$ cat src/rtl/spi_pkg.sv
// Shared types and constants for the SPI-slave front end: FSM states, read sub-phases,
// default widths and command opcodes.
package spi_pkg;

    localparam int DEF_FRAME_W = 10;
    localparam int DEF_DATA_W  = 8;

    // Opcode lives in frame bits [9:8]
    localparam logic [1:0] OP_WR_ADDR = 2'b00;
    localparam logic [1:0] OP_WR_DATA = 2'b01;
    localparam logic [1:0] OP_RD_ADDR = 2'b10;
    localparam logic [1:0] OP_RD_DATA = 2'b11;

    typedef enum logic [2:0] {
        IDLE,
        CHK_CMD,
        WRITE,
        READ_ADD,
        READ_DATA
    } state_t;

    typedef enum logic [1:0] {
        PH_RX,
        PH_WAIT_TX,
        PH_SHIFT_TX,
        PH_DONE
    } rd_phase_t;

endpackage

$ cat src/rtl/spi_tx_serializer.sv
// MSB-first parallel-to-serial shifter for the read reply. load_i captures data_i and drives
// its MSB on the same edge; the remaining bits follow one per edge, then the line returns to 0.
module spi_tx_serializer
    import spi_pkg::*;
#(
    parameter int DATA_W = DEF_DATA_W
) (
    input  logic              clk,
    input  logic              rst_n,
    input  logic              clear_i,
    input  logic              load_i,
    input  logic [DATA_W-1:0] data_i,
    output logic              serial_o,
    output logic              busy_o,
    output logic              last_o
);

    localparam int CNT_W = $clog2(DATA_W);

    logic [DATA_W-1:0] sr_q,   sr_d;
    logic [CNT_W-1:0]  left_q, left_d;
    logic              bit_q,  bit_d;
    logic              busy_q, busy_d;

    always_comb begin
        sr_d   = sr_q;
        left_d = left_q;
        bit_d  = bit_q;
        busy_d = busy_q;
        if (clear_i) begin
            sr_d   = '0;
            left_d = '0;
            bit_d  = 1'b0;
            busy_d = 1'b0;
        end else if (load_i) begin
            sr_d   = {data_i[DATA_W-2:0], 1'b0};
            left_d = CNT_W'(DATA_W - 1);
            bit_d  = data_i[DATA_W-1];
            busy_d = 1'b1;
        end else if (busy_q) begin
            if (left_q != '0) begin
                bit_d  = sr_q[DATA_W-1];
                sr_d   = {sr_q[DATA_W-2:0], 1'b0};
                left_d = left_q - CNT_W'(1);
            end else begin
                // All bits have been on the line for one edge each; drop back to 0
                bit_d  = 1'b0;
                busy_d = 1'b0;
            end
        end
    end

    always_ff @(posedge clk or negedge rst_n) begin
        if (!rst_n) begin
            sr_q   <= '0;
            left_q <= '0;
            bit_q  <= 1'b0;
            busy_q <= 1'b0;
        end else begin
            sr_q   <= sr_d;
            left_q <= left_d;
            bit_q  <= bit_d;
            busy_q <= busy_d;
        end
    end

    assign serial_o = bit_q;
    assign busy_o   = busy_q;
    assign last_o   = busy_q && (left_q == '0);

endmodule

$ cat src/rtl/spi_slave_if.sv
// SPI slave front end: assembles 10-bit MOSI command frames for the RAM, tracks whether a read
// address has been sent, and serialises the RAM's read reply onto MISO.
module spi_slave_if
    import spi_pkg::*;
#(
    parameter int FRAME_W = DEF_FRAME_W,
    parameter int DATA_W  = DEF_DATA_W
) (
    input  logic               clk,
    input  logic               rst_n,
    input  logic               SS_n,
    input  logic               MOSI,
    input  logic [DATA_W-1:0]  tx_data,
    input  logic               tx_valid,
    output logic               MISO,
    output logic [FRAME_W-1:0] rx_data,
    output logic               rx_valid,
    output state_t             state_o,
    output rd_phase_t          phase_o,
    output logic               rd_addr_seen_o
);

    // rx_valid is a single-cycle strobe with no back-pressure: rx_data is stable while it is high
    // and holds until the next strobe. tx_valid is a single-cycle strobe accepted only while a
    // read-data frame is waiting for its reply; strobes at any other time are dropped.

    localparam int                CNT_W    = $clog2(FRAME_W);
    localparam logic [CNT_W-1:0]  LAST_BIT = CNT_W'(FRAME_W - 2);

    state_t             state_q,      state_d;
    rd_phase_t          phase_q,      phase_d;
    logic [CNT_W-1:0]   cnt_q,        cnt_d;
    logic [FRAME_W-1:0] frame_q,      frame_d;
    logic               frame_done_q, frame_done_d;
    logic               rd_seen_q,    rd_seen_d;
    logic [FRAME_W-1:0] rx_data_q,    rx_data_d;
    logic               rx_valid_q,   rx_valid_d;

    logic ser_load;
    logic ser_clear;
    logic ser_busy;
    logic ser_last;
    logic rx_active;

    assign rx_active = ((state_q == WRITE || state_q == READ_ADD) && !frame_done_q) ||
                       (state_q == READ_DATA && phase_q == PH_RX);

    always_comb begin
        state_d      = state_q;
        phase_d      = phase_q;
        cnt_d        = cnt_q;
        frame_d      = frame_q;
        frame_done_d = frame_done_q;
        rd_seen_d    = rd_seen_q;
        rx_data_d    = rx_data_q;
        rx_valid_d   = 1'b0;
        ser_load     = 1'b0;
        ser_clear    = 1'b0;

        if (state_q != IDLE && SS_n) begin
            // Abort: any partial frame is dropped and the read-address flag is left alone
            state_d      = IDLE;
            phase_d      = PH_RX;
            cnt_d        = '0;
            frame_done_d = 1'b0;
            ser_clear    = 1'b1;
        end else begin
            unique case (state_q)
                IDLE: begin
                    if (!SS_n) begin
                        state_d      = CHK_CMD;
                        phase_d      = PH_RX;
                        cnt_d        = '0;
                        frame_done_d = 1'b0;
                    end
                end
                CHK_CMD: begin
                    frame_d = {{(FRAME_W-1){1'b0}}, MOSI};
                    cnt_d   = '0;
                    if (!MOSI) begin
                        state_d = WRITE;
                    end else if (!rd_seen_q) begin
                        state_d = READ_ADD;
                    end else begin
                        state_d = READ_DATA;
                    end
                end
                WRITE, READ_ADD: ;
                READ_DATA: begin
                    unique case (phase_q)
                        PH_WAIT_TX: begin
                            if (tx_valid) begin
                                ser_load = 1'b1;
                                phase_d  = PH_SHIFT_TX;
                            end
                        end
                        PH_SHIFT_TX: begin
                            if (ser_last || !ser_busy) begin
                                phase_d = PH_DONE;
                            end
                        end
                        default: ;
                    endcase
                end
                default: state_d = IDLE;
            endcase

            if (rx_active) begin
                frame_d = {frame_q[FRAME_W-2:0], MOSI};
                cnt_d   = cnt_q + CNT_W'(1);
                if (cnt_q == LAST_BIT) begin
                    rx_data_d  = {frame_q[FRAME_W-2:0], MOSI};
                    rx_valid_d = 1'b1;
                    cnt_d      = '0;
                    if (state_q == READ_DATA) begin
                        phase_d   = PH_WAIT_TX;
                        rd_seen_d = 1'b0;
                    end else begin
                        frame_done_d = 1'b1;
                        if (state_q == READ_ADD) begin
                            rd_seen_d = 1'b1;
                        end
                    end
                end
            end
        end
    end

    always_ff @(posedge clk or negedge rst_n) begin
        if (!rst_n) begin
            state_q      <= IDLE;
            phase_q      <= PH_RX;
            cnt_q        <= '0;
            frame_q      <= '0;
            frame_done_q <= 1'b0;
            rd_seen_q    <= 1'b0;
            rx_data_q    <= '0;
            rx_valid_q   <= 1'b0;
        end else begin
            state_q      <= state_d;
            phase_q      <= phase_d;
            cnt_q        <= cnt_d;
            frame_q      <= frame_d;
            frame_done_q <= frame_done_d;
            rd_seen_q    <= rd_seen_d;
            rx_data_q    <= rx_data_d;
            rx_valid_q   <= rx_valid_d;
        end
    end

    spi_tx_serializer #(
        .DATA_W (DATA_W)
    ) u_tx_ser (
        .clk      (clk),
        .rst_n    (rst_n),
        .clear_i  (ser_clear),
        .load_i   (ser_load),
        .data_i   (tx_data),
        .serial_o (MISO),
        .busy_o   (ser_busy),
        .last_o   (ser_last)
    );

    assign rx_data        = rx_data_q;
    assign rx_valid       = rx_valid_q;
    assign state_o        = state_q;
    assign phase_o        = phase_q;
    assign rd_addr_seen_o = rd_seen_q;

endmodule

$ cat config.mk
export PLATFORM = sky130hd
export DESIGN_NAME = spi_slave_if
export DESIGN_NICKNAME = d
export VERILOG_FILES = /design/src/rtl/spi_pkg.sv /design/src/rtl/spi_tx_serializer.sv /design/src/rtl/spi_slave_if.sv
export SDC_FILE = /design/constraint.sdc
export NUM_CORES = 1
export LEC_CHECK = 0
export CAP_MARGIN = 0
export CORE_MARGIN = 2
export CORE_UTILIZATION = 48
export CTS_CLUSTER_SIZE = 24
export DETAILED_ROUTE_END_ITERATION = 10
export PLACE_DENSITY = 0.75
export SKIP_LAST_GASP = 1
export SLEW_MARGIN = 5
export SYNTH_ARGS = -nofsm -noshare
export SYNTH_HDL_FRONTEND = slang
export SYNTH_SLANG_ARGS = --single-unit
$ cat constraint.sdc
create_clock -name clk -period 1.9 [get_ports clk]
set_clock_uncertainty 0.2 [all_clocks]
set_input_delay 0.19 -clock clk [delete_from_list [all_inputs] [get_ports clk]]
set_output_delay 0.19 -clock clk [all_outputs]
set_load 0.05 [all_outputs]
======== Yosys cells after proc, flatten, opt, wreduce, memory -nomap -nowiden ========
Cells that the tools add are included.
Widths: inputs -> output; s select.
operators by class
  equality and inequality tests ........... 10
  reductions and logical operators ........ 26
  mux-type cells .......................... 53
  bitwise logic cells ..................... 1
  add/sub/neg operators ................... 2
operators by type and width
  operator             count
  $mux 8               4
  $mux 1               24
  $mux 3               8
  $mux 9               2
  $mux 4               4
  $mux 2               7
  $reduce_bool 3->1    4
  $pmux 3 s3           1
  $pmux 2 s2           2
  $pmux 4 s2           1
  $reduce_and 2->1     4
  $eq 3x2->1 const B   2
  $logic_not 3->1      2
  $add 4x1->4 const B  1
  $eq 4x4->1 const B   1
  $logic_and 1x1->1    4
  $ne 4x4->1 const B   1
  $reduce_and 4->1     1
  $reduce_bool 2->1    2
  $reduce_bool 4->1    1
  $eq 3x1->1 const B   1
  $eq 3x3->1 const B   1
  $logic_or 1x1->1     3
  $ne 3x3->1 const B   1
  9 further kinds      10
storage, ports and cells
  register bits after elaboration ......... 44
  output and inout port bits .............. 18

======== Longest topological paths before layout ========
  word-level depth ........................ 10
  mapped depth ............................ 8
  depth with buffers taken out ............ 7

======== Cells and area by module ========
A second synthesis with hierarchy kept.
second synthesis, totals
  cell total of the unflattened synthesis .. 200
  area, all modules ....................... 2203.4 sq um
modules (own cells, without submodules)
  module             cells an instance  seq. area each (sq um)  area each (sq um)  instances
  spi_slave_if       132                775.7                   1508.9             1
  spi_tx_serializer  68                 300.3                   694.4              1

======== Least setup slack after synthesis ========
Ideal clock, no wire load.
  path kind ............................... register to register
  from .................................... register phase_q[0], in the netlist phase_o[0]
  to ...................................... register frame_q[0]
  data required time ...................... 1.575 ns
  path slack .............................. -0.487 ns
  data arrival time ....................... 2.061 ns
  period minus slack after synthesis ...... 2.387 ns
  buffers on the path ..................... 1
  cell stages (with the launch flop) ...... 8
  path through ............................ dfrtp_1 > inv_1 > ha_1 > and4bb_1 > o21ba_1 > buf_6 > a21oi_4 > mux2_4
between the ends
  word-level cells in the longest chain between the ends .. 5
  elaborated cells between the ends (all ways) .. 6
  classes of those cells .................. mux (1); reduce/logical (5)
RTL lines
  what                                RTL line             text
  from (decl)                         spi_slave_if.sv:31   rd_phase_t phase_q, phase_d;
  from (signal assigned)              spi_slave_if.sv:141  phase_q <= phase_d;
  $logic_not 2->1 (*)                 spi_slave_if.sv:46   (state_q == READ_DATA && phase_q == PH_RX);
  $logic_and 1x1->1 (*)               spi_slave_if.sv:46
  $logic_or 1x1->1 (*)                spi_slave_if.sv:45   assign rx_active = ((state_q == WRITE || state_q == READ_ADD) && !frame_done_q) ||
  $reduce_bool 2->1 (no source line)  n/a
  $reduce_and 2->1 (no source line)   n/a
  to (signal assigned)                spi_slave_if.sv:143  frame_q <= frame_d;
  to (decl)                           spi_slave_if.sv:33   logic [FRAME_W-1:0] frame_q, frame_d;
Mark *: on every way between the ends. The rest lies on a longest branch, timed or not.
A chain may end at the register's enable or synchronous reset.

======== Worst setup path in the final report ========
  from .................................... register phase_q[0], in the netlist phase_o[0]
  to ...................................... register rx_data_q[1], in the netlist rx_data[1]
between the ends
  word-level cells in the longest chain between the ends .. 4
RTL lines
  what                               RTL line             text
  $logic_not 2->1                    spi_slave_if.sv:46
  $logic_and 1x1->1                  spi_slave_if.sv:46
  $logic_or 1x1->1                   spi_slave_if.sv:45
  $reduce_and 3->1 (no source line)  n/a
  to (signal assigned)               spi_slave_if.sv:146  rx_data_q <= rx_data_d;
  to (decl)                          spi_slave_if.sv:36   logic [FRAME_W-1:0] rx_data_q, rx_data_d;
Every way passes these cells.

==> metrics <==
ys flop type=dfrtp_1; Ant. Diodes=0; routed wire length=approximately 4200 um; EDFF count, synth=0; DR vias/cell=5.52; core area=4290 um^2; initial antenna violation count=0; placed insts=between 200 and 300; Hold Path Sink=u_tx_ser.sr_q[2]; RSZ-0062 raised after global routing=yes; setup ws final=43.0 ps; area grow syn2layout=28.5%; Port Buf Inserts=30; Die H=70.2 um; Post-synth top cells=dfrtp_1 (43), nand2_1 (13), o21ai_0 (12); final setup fails=0; Starting Density=49.0%; Max-Cap Viols=0; final std cells w/o fill=284; leading post-synthesis cells by cell area=dfrtp_1 (51%), mux2_2 (5.4%), a22o_1 (4.2%), ha_1 (4.2%), o21ai_0 (2.9%); register area=~1100 um^2; cell leakage power=1.27 nW; Remaining Overflow, GRT=0; largest net degree at the start of global routing=29; Hold Crit Start=tx_data[1]; fin. max-slew vios=0; worst skew pair latency=~300 ps; Std-Cell Rows=24; Max Buffers Root-to-Sink=2; CTS tree=yes; Worst setup EP type=flop; Distinct cells, synth=48; Vias=1569; pwr dens=between 700 and 800 nW/um^2; DRT iter0 DRCs=55; global-route wire length before repair=between 7000 and 8000 um; #FFs+latches synth=43; clock slew at reported path FFs=80 ps; synthesized area=2100 um^2; Final Cycle Share=97.7%; post-synthesis area per instance=11.4 um^2; Layout Nets=251; CTS root buffer=clkbuf_8; worst min-delay path category=primary input to flop; TritonCTS Buffers=5; Avg WL per Cell=14.8 um; Synth Warn #=0; pre-CTS setup slack=-119 ps; status=finished, final reports clean; Worst setup SP type=flop; multi-input logic area=985 um^2; Antenna Nets Post-Route=0; Post-Synthesis Cells=~180; share of cells above drive strength 1=29.3%; RePlAce Congestion=0.850; H-tree depth=2; WHS Path Cells=3; Reg-to-Reg End=rx_data[1]; worst endpoint data arrival time=1850 ps; Slew @ Worst Pin=628 ps; Synth async-reset ratio=100%; R2R Setup Slk=40 ps; sequential cell area fraction in the yosys report=51.2%; max_slew headroom=about three fifths; Max VDD drop=0.394 mV; Global Route Usage Sum=19.1%; post-layout min period=roughly 1900 ps; 1st-pass router iterations=4; fin util=62.9%; IO Pins=31; vias in the first global route=1564; FF-to-FF Start=phase_o[0]; clock tree sinks=between 40 and 50; Synth top area share=roughly half; Mapped Nets=204; Die W=70.2 um; endpoints failing hold=0; critical path fanouts, max=13; most numerous cell in the Yosys netlist=dfrtp_1; post-DP HPWL=about 2900 um; DRC Markers=0; Final Total Pwr=1.90 mW; Synth area leader=dfrtp_1; fmax=539 MHz; DIE AREA=4920 um^2; Worst R2R Path Depth=6; Setup CP Type=flop to flop; number of fill cells=355; Req. time, crit path=approximately 1900 ps
-- critical path, stage by stage, from the launching register on --
cell      delay (ps)
dfrtp_2          410
inv_2             70
ha_4             160
and4bb_1         230
o21ai_2          160
buf_12           170
mux2_2           330
-- layout make-up --
cell class              count  area share [%]
clock buffers               5            2.55
inverters                  11            1.53
clock inverters             3           0.741
well taps                  52            2.41
multi-input cells         121            36.5
repair buffers             49            16.4
flip-flops and latches     43            40.0
-- timing repair --
action / in CTS / in global routing
endpoints found under the setup margin: 7 / 28
buffers inserted: 0 / 1
gates resized for setup: 1 / 6
hold buffers: 1 / 0
pin swaps: 0 / 1
hold endpoints to repair: 26 / 0
-- worst max-delay path by stage --
| stage | cells past startpoint | slack, ps | startpoint | endpoint |
|---|---|---|---|---|
| finish | 6 | 40 | phase_o[0] | rx_data[1] |
| global route | 6 | -10 | phase_o[0] | rx_data[1] |
| CTS | 7 | -10 | phase_o[0] | rd_addr_seen_o |
| detailed placement | 5 | -120 | SS_n | phase_o[0] |
| global placement | 5 | -90 | SS_n | phase_o[0] |
| floorplan | 7 | -240 | phase_o[0] | frame_q[0] |
-- cell usage in the layout (no fill, tap or decap), types with 2 or more instances in the layout --
master,instances
nand2_1,13
nand3_1,3
o21ai_0,12
nor2b_1,4
clkinvlp_4,2
nand2b_1,5
a2bb2oi_1,6
clkdlybuf4s50_1,16
a21oi_1,7
buf_4,27
ha_1,6
nor3_1,2
dfrtp_1,40
dfrtp_2,3
a22o_1,10
mux2_2,4
clkbuf_8,5
inv_1,9
nand4b_1,2
nor2_1,7
inv_2,2
o221ai_1,2
mux2_4,7
buf_12,2
a22oi_1,2
nand3b_1,2
and4bb_2,2
-- through the flow --
| step | cell area (um^2) | hold slack [ps] | setup TNS (ps) |
|---|---|---|---|
| final | 2700 | 228 | 0 |
| after global routing | 2700 | 244 | -22.7 |
| after CTS | 2670 | 224 | -14.8 |
| after detailed placement | 2570 | 46.2 | -583 |
| after global placement | 2570 | 46.9 | -637 |
| after floorplan | 2160 | -306 | -1600 |
-- layer usage --
metal,GRT usage (%),wire [um],vias up,part of all wire (%)
met5,0,0,-,0
met4,7.05,58,0,1.4
li1,-,-,765,-
met2,30.5,2050,23,49
met3,4.62,154,7,3.7
met1,25.4,1940,774,46
-- power breakdown --
| part | total, mW | switching (mW) | internal [mW] | leakage, nW |
|---|---|---|---|---|
| registers | 1.02 | 0.0443 | 0.975 | 0.575 |
| logic | 0.298 | 0.152 | 0.147 | 0.655 |
| clock network | 0.583 | 0.327 | 0.256 | 0.0402 |
| total | 1.90 | 0.523 | 1.38 | 1.27 |
-- sequential cells by signal, summed over array words and instances, names as in the netlist --
signal / flops
rx_valid: 1
rx_data: 10
u_tx_ser.sr_q: 7
u_tx_ser.left_q: 3
frame_q: 9
frame_done_q: 1
u_tx_ser.serial_o: 1
state_o: 3
cnt_q: 4
rd_addr_seen_o: 1
phase_o: 2
u_tx_ser.busy_o: 1
-- kinds of logic after synthesis --
kind of cell | count (synthesis) | share of synthesized area (%)
compound gates | 55 | 19.9
simple gates | 48 | 13.9
flops | 43 | 51.2
buf+inv | 20 | 4.70
mux | 11 | 6.07
fa+ha+maj | 7 | 4.17
Note: power is estimated with default switching activity, not from simulation.
